**src/rtl/scarv_cop_issue.sv**
```systemverilog
// Issue stage for the COP: latches one CPU instruction, registers the decoder verdict,
// issues to the functional units under a watchdog and returns one response per instruction.
`timescale 1ns/1ps
module scarv_cop_issue #(
  parameter int unsigned FU_TIMEOUT = 255,
  parameter int unsigned CW         = 8
) (
  input  logic        g_clk,
  input  logic        g_reset,
  input  logic        cpu_insn_req,
  output logic        cpu_insn_ack,
  input  logic [31:0] cpu_insn_enc,
  input  logic [31:0] cpu_rs1,
  output logic [31:0] id_encoded,
  input  logic        id_exception,
  input  logic [8:0]  id_class,
  input  logic [4:0]  id_rd,
  output logic        fu_valid,
  input  logic        fu_ready,
  output logic [8:0]  fu_class,
  output logic [31:0] fu_rs1,
  input  logic        fu_done,
  input  logic        fu_error,
  input  logic        fu_wen,
  input  logic [31:0] fu_wdata,
  output logic        fu_flush,
  output logic        cpu_rsp_valid,
  input  logic        cpu_rsp_ready,
  output logic [2:0]  cpu_rsp_status,
  output logic [4:0]  cpu_rsp_rd,
  output logic        cpu_rsp_wen,
  output logic [31:0] cpu_rsp_wdata,
  output logic        busy
);

  localparam logic [2:0] ST_IDLE   = 3'd0;
  localparam logic [2:0] ST_DECODE = 3'd1;
  localparam logic [2:0] ST_ISSUE  = 3'd2;
  localparam logic [2:0] ST_WAIT   = 3'd3;
  localparam logic [2:0] ST_RESP   = 3'd4;

  localparam logic [2:0] RSP_OK      = 3'd0;
  localparam logic [2:0] RSP_ILLEGAL = 3'd1;
  localparam logic [2:0] RSP_TIMEOUT = 3'd2;
  localparam logic [2:0] RSP_FU_ERR  = 3'd3;

  // A zero timeout disables the watchdog; TO_LAST is then never compared.
  localparam logic           WDOG_EN = (FU_TIMEOUT != 0);
  localparam logic [CW-1:0]  TO_LAST = CW'(FU_TIMEOUT - 1);

  logic [2:0]    state_q,     state_d;
  logic [31:0]   enc_q,       enc_d;
  logic [31:0]   rs1_q,       rs1_d;
  logic [8:0]    class_q,     class_d;
  logic [4:0]    rd_q,        rd_d;
  logic          fu_valid_q,  fu_valid_d;
  logic          flush_q,     flush_d;
  logic [CW-1:0] cnt_q,       cnt_d;
  logic          rsp_valid_q, rsp_valid_d;
  logic [2:0]    status_q,    status_d;
  logic          wen_q,       wen_d;
  logic [31:0]   wdata_q,     wdata_d;

  logic insn_ack_s;
  logic complete_s;
  logic expire_s;
  logic cap_wen_s;

  assign complete_s = ((state_q == ST_ISSUE) & fu_ready & fu_done) |
                      ((state_q == ST_WAIT) & fu_done);
  assign expire_s   = WDOG_EN & (cnt_q == TO_LAST);
  assign cap_wen_s  = fu_wen & ~fu_error;

  // Next-state and datapath update for the issue FSM.
  always_comb begin
    state_d     = state_q;
    enc_d       = enc_q;
    rs1_d       = rs1_q;
    class_d     = class_q;
    rd_d        = rd_q;
    fu_valid_d  = fu_valid_q;
    flush_d     = 1'b0;
    cnt_d       = cnt_q;
    rsp_valid_d = rsp_valid_q;
    status_d    = status_q;
    wen_d       = wen_q;
    wdata_d     = wdata_q;
    insn_ack_s  = 1'b0;
    case (state_q)
      ST_IDLE: begin
        insn_ack_s = cpu_insn_req;
        if (cpu_insn_req) begin
          enc_d   = cpu_insn_enc;
          rs1_d   = cpu_rs1;
          state_d = ST_DECODE;
        end else begin
          state_d = ST_IDLE;
        end
      end
      ST_DECODE: begin
        class_d = id_class;
        rd_d    = id_rd;
        if (id_exception) begin
          status_d    = RSP_ILLEGAL;
          wen_d       = 1'b0;
          wdata_d     = 32'd0;
          rsp_valid_d = 1'b1;
          state_d     = ST_RESP;
        end else begin
          cnt_d      = {CW{1'b0}};
          fu_valid_d = 1'b1;
          state_d    = ST_ISSUE;
        end
      end
      ST_ISSUE, ST_WAIT: begin
        cnt_d = cnt_q + 1'b1;
        // Completion in the expiry cycle takes priority over the watchdog.
        if (complete_s) begin
          status_d    = fu_error ? RSP_FU_ERR : RSP_OK;
          wen_d       = cap_wen_s;
          wdata_d     = cap_wen_s ? fu_wdata : 32'd0;
          fu_valid_d  = 1'b0;
          rsp_valid_d = 1'b1;
          state_d     = ST_RESP;
        end else if (expire_s) begin
          status_d    = RSP_TIMEOUT;
          wen_d       = 1'b0;
          wdata_d     = 32'd0;
          flush_d     = 1'b1;
          fu_valid_d  = 1'b0;
          rsp_valid_d = 1'b1;
          state_d     = ST_RESP;
        end else if ((state_q == ST_ISSUE) && fu_ready) begin
          fu_valid_d = 1'b0;
          state_d    = ST_WAIT;
        end else begin
          state_d = state_q;
        end
      end
      ST_RESP: begin
        if (cpu_rsp_ready) begin
          rsp_valid_d = 1'b0;
          state_d     = ST_IDLE;
        end else begin
          state_d = ST_RESP;
        end
      end
      default: begin
        fu_valid_d  = 1'b0;
        rsp_valid_d = 1'b0;
        state_d     = ST_IDLE;
      end
    endcase
  end

  // State and output registers with synchronous reset.
  always_ff @(posedge g_clk) begin
    if (g_reset) begin
      state_q     <= ST_IDLE;
      enc_q       <= 32'd0;
      rs1_q       <= 32'd0;
      class_q     <= 9'd0;
      rd_q        <= 5'd0;
      fu_valid_q  <= 1'b0;
      flush_q     <= 1'b0;
      cnt_q       <= {CW{1'b0}};
      rsp_valid_q <= 1'b0;
      status_q    <= 3'd0;
      wen_q       <= 1'b0;
      wdata_q     <= 32'd0;
    end else begin
      state_q     <= state_d;
      enc_q       <= enc_d;
      rs1_q       <= rs1_d;
      class_q     <= class_d;
      rd_q        <= rd_d;
      fu_valid_q  <= fu_valid_d;
      flush_q     <= flush_d;
      cnt_q       <= cnt_d;
      rsp_valid_q <= rsp_valid_d;
      status_q    <= status_d;
      wen_q       <= wen_d;
      wdata_q     <= wdata_d;
    end
  end

  assign cpu_insn_ack   = insn_ack_s;
  assign id_encoded     = enc_q;
  assign fu_valid       = fu_valid_q;
  assign fu_class       = class_q;
  assign fu_rs1         = rs1_q;
  assign fu_flush       = flush_q;
  assign cpu_rsp_valid  = rsp_valid_q;
  assign cpu_rsp_status = status_q;
  assign cpu_rsp_rd     = rd_q;
  assign cpu_rsp_wen    = wen_q;
  assign cpu_rsp_wdata  = wdata_q;
  assign busy           = (state_q != ST_IDLE);

endmodule

```
**config.mk**
```make
export PLATFORM = sky130hd
export DESIGN_NAME = scarv_cop_issue
export DESIGN_NICKNAME = d
export VERILOG_FILES = /design/src/rtl/scarv_cop_issue.sv
export SDC_FILE = /design/constraint.sdc
export NUM_CORES = 1
export LEC_CHECK = 0
export BUFFER_PORTS_ARGS = -buffer_cell sky130_fd_sc_hd__clkbuf_2
export CORE_UTILIZATION = 45
export DETAILED_ROUTE_END_ITERATION = 8
export PLACE_DENSITY_LB_ADDON = 0.15
export SYNTH_ARGS = -nofsm -noshare
export SYNTH_HDL_FRONTEND = slang
export SYNTH_SLANG_ARGS = --single-unit
```
**constraint.sdc**
```tcl
create_clock -name g_clk -period 1.55 [get_ports g_clk]
set_input_delay 0.31 -clock g_clk [delete_from_list [all_inputs] [get_ports g_clk]]
set_output_delay 0.31 -clock g_clk [all_outputs]
set_load 0.01 [all_outputs]
```
==> metrics.txt <==
most frequent cells in the layout clkbuf_2 (235), nand2_1 (162), dfxtp_1 (122); Clock Sinks 127; Clock Skew 0.00615 ns; worst r2r path cells 7; share of cells above drive strength 1 39.3%; Seq. cell area 0.00255 sq mm; f_max 595 MHz; commonest non-fill, non-tap cell in the layout clkbuf_2; Seq cells post-synth 127; beginning of the worst register-to-register path cnt_q[0]; fin area 0.00761 sq mm; IO Port Bufs 236; VDD IR max 0.000955 V; Mapped Cells 516; ANT cells 0; Hold Path Cell Cnt 3; worst-path fanout max 3; synthesized area per cell 8.85 sq um; met2 Resource Use GR 52.8%; die area 0.0105 sq mm; warnings from Yosys 0; worst slack at placement -0.273 ns; GRT Max-Usage Layer met2; largest family of logic cells by synthesized area compound AO/OA/AOI/OAI gates; LEAKAGE 3.57 nW; final hold violation count 0; period utilization 108%; GRT Overall Usage 28.6%; compound-cell area share of the yosys netlist 19.5%; pin count of the biggest net entering global routing 77; Worst Hold End id_encoded[5]; CP most frequent cell buf_6; Initial Utilization 46.5%; Mapped Nets 637; CP Cell Sequence buf_6 -> nor2_4 -> nand3b_1 -> inv_2 -> buf_6; mux share of post-synthesis cell area 0.219%; final-stage net count 971; chip height 103 um; Syn-to-layout area delta 66.7%; core area 0.00982 sq mm; global-route wire length before repair 22800 um; global routing usage on met1 29.7%; DRT Pass-1 Iters 5; Hold Startpoint cpu_insn_enc[5]; area of the multi-input gates 0.00187 sq mm; max-capacitance violation count 0; HP Class input port to register; Distinct cells, synth 44; CP Depth 5; # setup viols final 2; status finished, violations left; CTS tree built; post-synthesis sequential area ratio 55.7%; Fill cells 662; critical path arrival 1.37 ns; Critical path buffers and inverters 3; Die X 103 um; Reg clk slew, reported paths 0.06 ns; first-iteration detailed-routing DRC count 205; CP max stage cell dfxtp_2; crit-path max cell delay 0.32 ns; initial antenna violation count 0; CP Class register to output pin; Critical Path End Type output pin; overall routed net length 15800 um; area share of fa/ha/maj cells after synthesis 0.548%; DR DRC count 0; setup_tns -0.222 ns; RePlAce Congestion 0.866; Synth Area in XOR/XNOR 0.576%; Placed Cells 874; Skew-Pair Late Insertion Delay 0.52 ns; final setup margin -0.130 ns; via count 5089; Reg-to-Reg End cpu_rsp_wdata[7]; Post-Synth Simple-Gate Area 18.4%; Finished Layout Cells 996; RSZ-0062 raised after global routing true; H-tree levels 4; num rows 36; Worst Path Required 1.24 ns; Final Critical Period 1.68 ns; TritonCTS buffer count 17; R2R Setup Slk 0.02 ns; met3 usage 10.2%; P per Cell Area 1160 mW/mm^2; Mapped Area 0.00456 sq mm; average routed wire per standard cell 15.9 um; Clock Tree Buf Depth 2; Cell Area, Placed 0.00594 sq mm; Clk Tree Root Cell clkbuf_8; CP delay by family, top flip-flops; total grt overflow 0; Vias/cell 5.11; startpoint types register; post-DP HPWL 8970 um; vias in the first global route 4824; violated checks setup timing; Final Max Tran Viols 0; Final ANT Viol Nets 0; boundary pin count 238
## how the worst max path moves through the flow
stage	from	endpoint	slack [ns]
floorplan	cnt_q[0]	cpu_rsp_wdata[10]	0.12
global placement	cnt_q[0]	cpu_rsp_wdata[3]	-0.18
detailed placement	cnt_q[0]	cpu_rsp_wdata[23]	-0.27
CTS	state_q[1]	cpu_insn_ack	-0.17
global route	state_q[1]	cpu_insn_ack	-0.22
finish	state_q[1]	cpu_insn_ack	-0.13
## kinds of logic (layout without fill, tap and decap cells)
logic type               after synthesis  count (layout)
AO/OA/AOI/OAI                        139             140
XOR/XNOR                               3               3
adder cells (fa/ha/maj)                2               2
buffers and inverters                 40             386
flip-flops                           127             127
multiplexers                           1               1
other                                  1               1
AND/OR/NAND/NOR                      203             203
## synth_stat cells (all sizes together)
cell,instances,area [sq um]
nor3b,2,20.0
a2bb2oi,1,8.76
o2111ai,2,23.8
a22o,32,280
and3,1,6.26
inv,4,15.0
dfxtp,127,2540
o21a,1,7.51
nor3,4,20.0
nor2,15,56.3
mux2i,1,10.0
clkbuf,11,41.3
nand3b,1,7.51
buf,25,170
or3,4,25.0
a211oi,1,7.51
o221a,1,11.3
a21o,1,7.51
and2,2,12.5
a21oi,89,457
ha,2,25.0
o211ai,2,33.8
conb,1,3.75
nand3,2,10.0
nand2,163,612
nor4,1,6.26
nor2b,3,21.3
nand2b,2,12.5
nand4,1,12.5
a2111oi,1,8.76
and4,1,8.76
and2b,1,10.0
o21ai,8,43.8
xor2,3,26.3
## layer usage
layer / up-vias / wire length [um]
met3: 23 / 1430
li1: 2411 / -
met5: - / 0
met2: 244 / 8310
met4: 0 / 263
met1: 2411 / 5850
## tightest hold or removal path, stage by stage
cell and delay [ns]:
clkbuf_2 0.08, nand2_1 0.05, a21oi_1 0.05
## cell type report
| cell class | count | share of cell area [%] |
|---|---|---|
| tap | 133 | 2.19 |
| clock inverter | 9 | 1.71 |
| inverter | 4 | 0.197 |
| sequential | 127 | 33.5 |
| timing repair buffer | 350 | 31.5 |
| multi-input combinational | 350 | 24.5 |
| clock buffer | 23 | 6.40 |
## timing repair
item / 4_1_cts / 5_1_grt
resized for setup: 17 / 16
gates cloned: 2 / 3
pin swaps: 5 / 10
setup endpoints to repair: 37 / 39
buffers inserted: 16 / 2
endpoints found under the hold margin: 67 / 0
hold buffers: 67 / 0
## where the power goes
part	switching, W	total, W	internal, W
registers	0.0000874	0.00351	0.00343
clock network	0.00142	0.00408	0.00266
logic	0.000644	0.00126	0.000619
total	0.00215	0.00886	0.00670
## stage by stage
stage | hold slack, ns | total power (W) | util (%)
after global routing | 0.0104 | 0.00919 | 77.5
after global placement | 0.435 | 0.00449 | 60.5
after floorplan | 0.443 | 0.00407 | -
after CTS | 0.000181 | 0.00879 | 75.9
after detailed placement | 0.448 | 0.00452 | 60.5
final | 0.0196 | 0.00886 | 77.5
## registers in the layout, summed over array words and instances (netlist names)
signal / flops
cpu_rsp_wen: 1
state_q: 3
id_encoded: 32
fu_class: 9
cnt_q: 8
fu_valid: 1
cpu_rsp_status: 2
cpu_rsp_wdata: 32
fu_rs1: 32
cpu_rsp_valid: 1
cpu_rsp_rd: 5
fu_flush: 1
No activity file was read; power rests on OpenSTA's default activity.
